--- src/rtl/kp_pkg.sv ---
// ============================================================================
// Module  : kp_pkg
// Brief   : Shared types and constants for the keypoint collector.
// Revision: 1.0
// ============================================================================
`default_nettype none

package kp_pkg;

    localparam int KP_X_W = 10;
    localparam int ORI_W  = 12;

    // null_rec tags the terminator record of a frame with no keypoints
    typedef struct packed {
        logic [KP_X_W-1:0] x;
        logic [KP_X_W-1:0] y;
        logic [7:0]        score;
        logic [ORI_W-1:0]  cos;
        logic [ORI_W-1:0]  sin;
        logic              last;
        logic              null_rec;
    } kp_t;

    typedef enum logic [0:0] {
        S_IDLE    = 1'b0,
        S_COLLECT = 1'b1
    } state_t;

    function automatic logic [15:0] sat_inc16(input logic [15:0] v);
        return (v == 16'hFFFF) ? v : v + 16'd1;
    endfunction

endpackage

`default_nettype wire

--- src/rtl/kp_collector_if.sv ---
// ============================================================================
// Module  : kp_collector_if
// Brief   : Valid/ready keypoint record bus from collector to consumer.
// Revision: 1.0
// ============================================================================
`default_nettype none

interface kp_collector_if;
    import kp_pkg::*;

    logic              o_kp_valid;
    logic              i_kp_ready;
    logic [KP_X_W-1:0] o_kp_x;
    logic [KP_X_W-1:0] o_kp_y;
    logic [7:0]        o_kp_score;
    logic [ORI_W-1:0]  o_kp_cos;
    logic [ORI_W-1:0]  o_kp_sin;
    logic              o_kp_last;
    logic              o_kp_null;

    modport master (
        output o_kp_valid, o_kp_x, o_kp_y, o_kp_score, o_kp_cos, o_kp_sin,
               o_kp_last, o_kp_null,
        input  i_kp_ready
    );

    modport slave (
        input  o_kp_valid, o_kp_x, o_kp_y, o_kp_score, o_kp_cos, o_kp_sin,
               o_kp_last, o_kp_null,
        output i_kp_ready
    );

endinterface

`default_nettype wire

--- src/rtl/kp_fifo.sv ---
// ============================================================================
// Module  : kp_fifo
// Brief   : Show-ahead FIFO of kp_t records with occupancy and full flags.
// Revision: 1.0
// ============================================================================
`default_nettype none

module kp_fifo
    import kp_pkg::*;
#(
    parameter int DEPTH = 64
) (
    input  wire logic                     i_clk,
    input  wire logic                     i_rst_n,
    input  wire logic                     i_push,
    input  wire kp_t                      i_data,
    input  wire logic                     i_pop,
    output kp_t                           o_data,
    output logic [$clog2(DEPTH):0]        o_count,
    output logic                          o_full,
    output logic                          o_empty
);

    localparam int AW = $clog2(DEPTH);

    logic [AW-1:0] wr_ptr_q, wr_ptr_d;
    logic [AW-1:0] rd_ptr_q, rd_ptr_d;
    logic [AW:0]   count_q, count_d;
    kp_t           mem_q [DEPTH];
    logic          w_push;
    logic          w_pop;

    assign o_full  = (count_q == (AW+1)'(DEPTH));
    assign o_empty = (count_q == '0);
    assign o_count = count_q;
    assign o_data  = mem_q[rd_ptr_q];

    assign w_pop  = i_pop & ~o_empty;
    assign w_push = i_push & (~o_full | w_pop);

    always_comb begin
        wr_ptr_d = wr_ptr_q;
        rd_ptr_d = rd_ptr_q;
        count_d  = count_q;
        if (w_push) wr_ptr_d = wr_ptr_q + AW'(1);
        if (w_pop)  rd_ptr_d = rd_ptr_q + AW'(1);
        case ({w_push, w_pop})
            2'b10:   count_d = count_q + (AW+1)'(1);
            2'b01:   count_d = count_q - (AW+1)'(1);
            default: count_d = count_q;
        endcase
    end

    always_ff @(posedge i_clk or negedge i_rst_n) begin
        if (!i_rst_n) begin
            wr_ptr_q <= '0;
            rd_ptr_q <= '0;
            count_q  <= '0;
        end else begin
            wr_ptr_q <= wr_ptr_d;
            rd_ptr_q <= rd_ptr_d;
            count_q  <= count_d;
        end
    end

    // Storage needs no reset; the pointers define which entries are live
    always_ff @(posedge i_clk) begin
        if (w_push) mem_q[wr_ptr_q] <= i_data;
    end

endmodule

`default_nettype wire

--- src/rtl/kp_collector.sv ---
// ============================================================================
// Module  : kp_collector
// Brief   : Keeps flagged FAST keypoints, buffers them and tags frame ends.
//           Optional KPC_SCORE_FILTER_EN adds a score threshold input.
// Revision: 1.0
// ============================================================================
`default_nettype none

module kp_collector
    import kp_pkg::*;
#(
    parameter int DEPTH  = 64,
    parameter int MAX_KP = 500
) (
    input  wire logic              i_clk,
    input  wire logic              i_rst_n,
    input  wire logic              i_start,
    input  wire logic              i_end,
    input  wire logic              i_point_valid,
    input  wire logic              i_flag,
    input  wire logic [KP_X_W-1:0] i_x,
    input  wire logic [KP_X_W-1:0] i_y,
    input  wire logic [7:0]        i_score,
    input  wire logic [ORI_W-1:0]  i_cos,
    input  wire logic [ORI_W-1:0]  i_sin,
`ifdef KPC_SCORE_FILTER_EN
    input  wire logic [7:0]        i_score_thresh,
`endif
    kp_collector_if.master         kp_if,
    output logic [9:0]             o_kp_count,
    output logic [15:0]            o_drop_count,
    output logic                   o_overflow,
    output logic                   o_frame_done,
    output logic                   o_busy
);

    localparam int          AW           = $clog2(DEPTH);
    localparam logic [AW:0] C_PUSH_LIMIT = (AW+1)'(DEPTH - 1);
    localparam logic [9:0]  C_MAX_KP     = 10'(MAX_KP);

    state_t      state_q, state_d;
    kp_t         stg_q, stg_d;
    logic        stg_occ_q, stg_occ_d;
    logic [9:0]  kp_count_q, kp_count_d;
    logic [15:0] drop_q, drop_d;
    logic        ovf_q, ovf_d;
    logic        done_q, done_d;

    logic        w_cand;
    logic        w_push;
    kp_t         w_push_data;
    kp_t         w_incoming;
    kp_t         w_head;
    kp_t         w_head_vis;
    logic [AW:0] w_fifo_count;
    logic        w_fifo_full;
    logic        w_fifo_empty;
    logic        w_fifo_tight;
    logic        w_pop;

`ifdef KPC_SCORE_FILTER_EN
    assign w_cand = i_point_valid & i_flag & (i_score >= i_score_thresh);
`else
    assign w_cand = i_point_valid & i_flag;
`endif

    always_comb begin
        w_incoming          = '0;
        w_incoming.x        = i_x;
        w_incoming.y        = i_y;
        w_incoming.score    = i_score;
        w_incoming.cos      = i_cos;
        w_incoming.sin      = i_sin;
    end

    // Last slot is held back so a frame terminator can always be pushed
    assign w_fifo_tight = w_fifo_full | (w_fifo_count == C_PUSH_LIMIT);

    always_comb begin
        state_d     = state_q;
        stg_d       = stg_q;
        stg_occ_d   = stg_occ_q;
        kp_count_d  = kp_count_q;
        drop_d      = drop_q;
        ovf_d       = ovf_q;
        done_d      = 1'b0;
        w_push      = 1'b0;
        w_push_data = stg_q;

        case (state_q)
            S_IDLE: begin
                if (i_start) begin
                    state_d    = S_COLLECT;
                    kp_count_d = '0;
                    drop_d     = {15'd0, w_cand};
                    ovf_d      = w_cand;
                end
            end
            S_COLLECT: begin
                if (i_start || i_end) begin
                    w_push    = 1'b1;
                    done_d    = 1'b1;
                    stg_occ_d = 1'b0;
                    if (!stg_occ_q) begin
                        w_push_data          = '0;
                        w_push_data.null_rec = 1'b1;
                    end
                    w_push_data.last = 1'b1;
                    if (i_start) begin
                        kp_count_d = '0;
                        drop_d     = {15'd0, w_cand};
                        ovf_d      = w_cand;
                    end else begin
                        state_d = S_IDLE;
                        if (w_cand) begin
                            drop_d = sat_inc16(drop_q);
                            ovf_d  = 1'b1;
                        end
                    end
                end else if (w_cand) begin
                    if ((stg_occ_q && w_fifo_tight) || (kp_count_q == C_MAX_KP)) begin
                        drop_d = sat_inc16(drop_q);
                        ovf_d  = 1'b1;
                    end else begin
                        w_push     = stg_occ_q;
                        stg_d      = w_incoming;
                        stg_occ_d  = 1'b1;
                        kp_count_d = kp_count_q + 10'd1;
                    end
                end
            end
            default: state_d = S_IDLE;
        endcase
    end

    always_ff @(posedge i_clk or negedge i_rst_n) begin
        if (!i_rst_n) begin
            state_q    <= S_IDLE;
            stg_q      <= '0;
            stg_occ_q  <= 1'b0;
            kp_count_q <= '0;
            drop_q     <= '0;
            ovf_q      <= 1'b0;
            done_q     <= 1'b0;
        end else begin
            state_q    <= state_d;
            stg_q      <= stg_d;
            stg_occ_q  <= stg_occ_d;
            kp_count_q <= kp_count_d;
            drop_q     <= drop_d;
            ovf_q      <= ovf_d;
            done_q     <= done_d;
        end
    end

    kp_fifo #(
        .DEPTH (DEPTH)
    ) u_fifo (
        .i_clk   (i_clk),
        .i_rst_n (i_rst_n),
        .i_push  (w_push),
        .i_data  (w_push_data),
        .i_pop   (w_pop),
        .o_data  (w_head),
        .o_count (w_fifo_count),
        .o_full  (w_fifo_full),
        .o_empty (w_fifo_empty)
    );

    assign w_pop      = ~w_fifo_empty & kp_if.i_kp_ready;
    assign w_head_vis = w_fifo_empty ? '0 : w_head;

    assign kp_if.o_kp_valid = ~w_fifo_empty;
    assign kp_if.o_kp_x     = w_head_vis.x;
    assign kp_if.o_kp_y     = w_head_vis.y;
    assign kp_if.o_kp_score = w_head_vis.score;
    assign kp_if.o_kp_cos   = w_head_vis.cos;
    assign kp_if.o_kp_sin   = w_head_vis.sin;
    assign kp_if.o_kp_last  = w_head_vis.last;
    assign kp_if.o_kp_null  = w_head_vis.null_rec;

    assign o_kp_count   = kp_count_q;
    assign o_drop_count = drop_q;
    assign o_overflow   = ovf_q;
    assign o_frame_done = done_q;
    assign o_busy       = (state_q == S_COLLECT);

endmodule

`default_nettype wire

--- src/flat_wrapper.sv ---
// flat-port wrapper written by rule: the top's interface ports become plain ports
module kp_collector_flat import kp_pkg::*;
#(
    parameter int DEPTH  = 64,
    parameter int MAX_KP = 500
)
  (i_clk, i_rst_n, i_start, i_end, i_point_valid, i_flag, i_x, i_y, i_score, i_cos, i_sin, o_kp_count, o_drop_count, o_overflow, o_frame_done, o_busy, kp_if_o_kp_valid, kp_if_o_kp_x, kp_if_o_kp_y, kp_if_o_kp_score, kp_if_o_kp_cos, kp_if_o_kp_sin, kp_if_o_kp_last, kp_if_o_kp_null, kp_if_i_kp_ready);
  kp_collector_if kp_if_i ();
  input  wire logic i_clk;
  input  wire logic i_rst_n;
  input  wire logic i_start;
  input  wire logic i_end;
  input  wire logic i_point_valid;
  input  wire logic i_flag;
  input  wire logic [KP_X_W-1:0] i_x;
  input  wire logic [KP_X_W-1:0] i_y;
  input  wire logic [7:0] i_score;
  input  wire logic [ORI_W-1:0] i_cos;
  input  wire logic [ORI_W-1:0] i_sin;
  output logic [9:0] o_kp_count;
  output logic [15:0] o_drop_count;
  output logic o_overflow;
  output logic o_frame_done;
  output logic o_busy;
  output wire logic [$bits(kp_if_i.o_kp_valid)-1:0] kp_if_o_kp_valid;
  output wire logic [$bits(kp_if_i.o_kp_x)-1:0] kp_if_o_kp_x;
  output wire logic [$bits(kp_if_i.o_kp_y)-1:0] kp_if_o_kp_y;
  output wire logic [$bits(kp_if_i.o_kp_score)-1:0] kp_if_o_kp_score;
  output wire logic [$bits(kp_if_i.o_kp_cos)-1:0] kp_if_o_kp_cos;
  output wire logic [$bits(kp_if_i.o_kp_sin)-1:0] kp_if_o_kp_sin;
  output wire logic [$bits(kp_if_i.o_kp_last)-1:0] kp_if_o_kp_last;
  output wire logic [$bits(kp_if_i.o_kp_null)-1:0] kp_if_o_kp_null;
  input wire logic [$bits(kp_if_i.i_kp_ready)-1:0] kp_if_i_kp_ready;
  assign kp_if_o_kp_valid = kp_if_i.o_kp_valid;
  assign kp_if_o_kp_x = kp_if_i.o_kp_x;
  assign kp_if_o_kp_y = kp_if_i.o_kp_y;
  assign kp_if_o_kp_score = kp_if_i.o_kp_score;
  assign kp_if_o_kp_cos = kp_if_i.o_kp_cos;
  assign kp_if_o_kp_sin = kp_if_i.o_kp_sin;
  assign kp_if_o_kp_last = kp_if_i.o_kp_last;
  assign kp_if_o_kp_null = kp_if_i.o_kp_null;
  assign kp_if_i.i_kp_ready = kp_if_i_kp_ready;
  kp_collector #(.DEPTH(DEPTH), .MAX_KP(MAX_KP)) u_core (.i_clk(i_clk), .i_rst_n(i_rst_n), .i_start(i_start), .i_end(i_end), .i_point_valid(i_point_valid), .i_flag(i_flag), .i_x(i_x), .i_y(i_y), .i_score(i_score), .i_cos(i_cos), .i_sin(i_sin), .kp_if(kp_if_i), .o_kp_count(o_kp_count), .o_drop_count(o_drop_count), .o_overflow(o_overflow), .o_frame_done(o_frame_done), .o_busy(o_busy));
endmodule
--- config.mk ---
export PLATFORM = sky130hd
export DESIGN_NAME = kp_collector_flat
export DESIGN_NICKNAME = d
export VERILOG_FILES = /design/src/rtl/kp_pkg.sv /design/src/rtl/kp_collector_if.sv /design/src/rtl/kp_fifo.sv /design/src/rtl/kp_collector.sv /design/src/flat_wrapper.sv
export SDC_FILE = /design/constraint.sdc
export NUM_CORES = 2
export LEC_CHECK = 0
export CAP_MARGIN = 0
export CORE_AREA = 2 2 630 632
export DETAILED_ROUTE_END_ITERATION = 7
export DIE_AREA = 0 0 632 634
export HOLD_SLACK_MARGIN = 0.08
export PLACE_DENSITY = 0.49
export SYNTH_ARGS = -nofsm -noshare
export SYNTH_HDL_FRONTEND = slang
export SYNTH_HIERARCHICAL = 1
export SYNTH_SLANG_ARGS = --single-unit
--- constraint.sdc ---
create_clock -name i_clk -period 6.1 [get_ports i_clk]
set_clock_uncertainty 0.1 [all_clocks]
set_input_delay 1.22 -clock i_clk [delete_from_list [all_inputs] [get_ports i_clk]]
set_output_delay 1.22 -clock i_clk [all_outputs]
set_load 0.02 [all_outputs]
==> impl_metrics.csv <==
group,metric,value,unit
run_status,outcome,"finished clean",
setup_path,crit_top_cell,"buf_4",
sta,rsz0062_at_grt,"false",
place,place_ws,0.541,ns
global_route,grt.total_usage,0.217,
synth,synth_xor_area_frac,0.00166,
synth,ys_ff_latch,3557,
power,p_per_area,474,nW/µm²
setup_path,worst-r2r-cell-count,13,
synth,yosysUniqueCellTypes,80,
synth,seq_area_frac_synth,0.774,
synth,synthSimpleGateAreaFrac,0.0176,
sta,min_period,5.97,ns
setup_path,rrSetupSlack,1.46,ns
synth,synthCells,6218,
sta,hold_viol,0,
global_route,met2_usage,0.366,
global_route,grt_start_max_net_pins,106,
die,ios,143,
global_route,groute.layer.met3.usage,0.0286,
setup_path,crit_family,"buffers and inverters",
die,dieHeight,634,µm
setup_path,crit_chain,"nor2b_4 > nand2_4 > buf_4 > buf_4 > o221ai_1 > a21oi_1 > o21ai_0 > a31o_1 > nor2b_1 > clkdlybuf4s50_1",
cts,clock_path_buffers,4,
setup_path,slowest_delay,0.75,ns
hold_path,hold_path.class,"input pin to asynchronous set/reset pin",
drt,drc,0,
drt,wirelength,440000,µm
final_layout,nets,6850,
setup_path,endpoint_kind,"output port",
power,cellLeakagePower,0.0514,µW
place,place_congestion,0.783,
global_route,grt_overflow,0,
synth,syn-cell-area,137000,µm²
synth,syn_area_per_cell,22.1,µm²
synth,synth_nets,6288,
synth,synth_compound_area_frac,0.0278,
setup_path,reg2reg_to,"u_core/u_fifo/mem_q[57][19]",
global_route,grt_util_met1,0.296,
drt,wl_per_cell,35.7,µm
setup_path,rr_startpoint,"u_core/u_fifo/o_count[0]",
setup_path,critPathKind,"flip-flop to output port",
synth,synth_top_family_by_area,"multiplexers",
setup_path,crit_arrival,4.65,ns
setup_path,crit_fanout,18,
drt,vias,69000,
synth,ys_async_sr_fraction,0.0284,
final_layout,drive_gt1_frac,0.278,
cts,cts_sinks,3557,
drt,dr.first_iter.drc_count,8399,
cts,hold_buffers,0,
final_layout,final_common_cell,"edfxtp_1",
final_layout,syn_to_final_growth,17.1,%
die,core,394000,µm²
sta,relSlewSlack,0.0678,
setup_path,critPathBufInv,3,
synth,synth_edf_count,3456,
cts,cts_tree,"yes",
synth,yosys_warnings,6,
global_route,antenna_found_initial,24,
cts,clk_pin_slew,0.06,ns
drt,ant_nets,0,
setup_path,cp.required,4.78,ns
cts,clockRootBuffer,"clkbuf_16",
sta,fmax,168,MHz
die,die-area,401000,µm²
place,dp_hpwl,241000,µm
setup_path,critPathSlowestCell,"dfrtp_4",
sta,finalSetupTns,0,ns
die,start_util,0.349,
place,portBuffers,142,
global_route,grt_pass1_wl,600000,µm
sta,worst_pin_slew,1.40,ns
drt,vias_per_cell,5.59,
cts,cts_buffers,376,
sta,slew_viol_final,0,
synth,synth_fa_ha_area_frac,0.00106,
synth,yosys_most_used_dff,"edfxtp_1",
drt,first_pass_iters,5,
die,die_w,632,µm
global_route,grt_pass1_vias,70300,
job,timing.max_cap.violations,0,
cts,insertion_delay,0.94,ns
die,row_count,231,
cts,h-tree-depth,5,
global_route,busiest_layer,"met2",
sta,setup_viol,0,
setup_path,cp-start-kind,"flip-flop",
synth,synthMuxAreaShare,0.163,
sta,fin_crit_sh,0.979,
sta,fin_ws,0.130,ns
final_layout,mostFrequentLayoutCells,"edfxtp_1, mux4_2, clkbuf_16",
power,peakVddDrop,0.260,mV
-- cell usage after synthesis, drive strengths merged (12+ instances only) --
master | instances | area (µm²)
nor3 | 27 | 140
o21ai | 114 | 571
xnor2 | 14 | 123
edfxtp | 3456 | 104000
dfrtp | 101 | 2530
xor2 | 12 | 105
nor2 | 126 | 475
a21oi | 102 | 522
a2111oi | 35 | 325
a211o | 17 | 151
buf | 196 | 1460
nor2b | 117 | 732
mux4 | 824 | 18600
mux2i | 297 | 2970
clkbuf | 146 | 552
nand2 | 159 | 597
a31oi | 13 | 81.3
a221oi | 30 | 269
o221ai | 48 | 420
inv | 30 | 113
a22oi | 28 | 210
mux2 | 75 | 848
o211ai | 20 | 155
a211oi | 12 | 95.1
o22ai | 79 | 494
nand3 | 21 | 105
-- worst max path at each step --
stage | start | end | depth (start not counted)
3_3_place_gp | u_core/u_fifo/rd_ptr_q[0] | kp_if_o_kp_cos[11] | 8
4_1_cts | u_core/u_fifo/rd_ptr_q[0] | kp_if_o_kp_y[4] | 9
3_5_place_dp | u_core/u_fifo/rd_ptr_q[0] | kp_if_o_kp_cos[11] | 8
6_report | u_core/u_fifo/rd_ptr_q[2] | kp_if_o_kp_null | 10
5_1_grt | u_core/u_fifo/rd_ptr_q[0] | kp_if_o_kp_y[8] | 11
2_1_floorplan | i_point_valid | u_core/u_fifo/mem_q[59][0] | 8
-- per-stage QoR --
| stage | cell area, µm² | total power [µW] | utilization | hold slack (ns) | instances |
|---|---|---|---|---|---|
| floorplan | 137000 | 44200 | - | 0.350 | 6218 |
| global placement | 148000 | 53800 | 0.376 | 0.376 | 11600 |
| detailed placement | 148000 | 54000 | 0.376 | 0.378 | 11600 |
| CTS | 161000 | 77200 | 0.408 | 0.226 | 12300 |
| global route | 161000 | 79000 | 0.408 | 0.260 | 12300 |
| finish | 161000 | 76300 | 0.408 | 0.237 | 12300 |
-- flip-flops by register name, summed over array words and instances (netlist names) --
signal and cells:
u_core/u_fifo/wr_ptr_q 6, u_core/stg_occ_q 1, u_core/o_drop_count 16, u_core/o_frame_done 1, u_core/u_fifo/rd_ptr_q 6, u_core/u_fifo/mem_q 3456
u_core/u_fifo/o_count 7, u_core/o_busy 1, u_core/o_kp_count 10, u_core/stg_q 52, u_core/o_overflow 1
-- per-layer routing --
layer,wire (µm),vias to the layer above,share of wire
met3,26400,516,0.060
met1,183000,38500,0.42
met2,217000,2596,0.49
met4,13900,0,0.032
met5,0,-,0
li1,-,27400,-
-- logic make-up (layout without fill, tap and decap cells) --
kind of cell	Yosys count	in the layout
mux	1196	1196
buf+inv	373	1242
other cells	0	9
compound gates	554	554
flops	3557	3557
xor+xnor	26	26
simple gates	501	502
fa+ha+maj	11	11
-- layout make-up --
class / instances / area [µm²]
antenna: 9 / 22.5
multi-input combinational: 2289 / 30000
clock buffer: 462 / 9890
fill: 34600 / 233000
sequential: 3557 / 106000
clock inverter: 224 / 2320
inverter: 31 / 126
timing repair buffer: 525 / 5710
tap: 5242 / 6560
-- power breakdown --
group | total (µW) | switching, µW | internal [µW]
registers | 29600 | 615 | 29000
clock network | 23000 | 9680 | 13300
logic | 23800 | 14000 | 9740
total | 76300 | 24300 | 52000
-- timing repair --
action | in CTS | in global routing
resized for setup | 7 | 3
cloned | 1 | 0
endpoints found under the setup margin | 48 | 3
pin swaps | 1 | 0
setup buffers | 16 | 0
(Power assumes the default switching activity.)
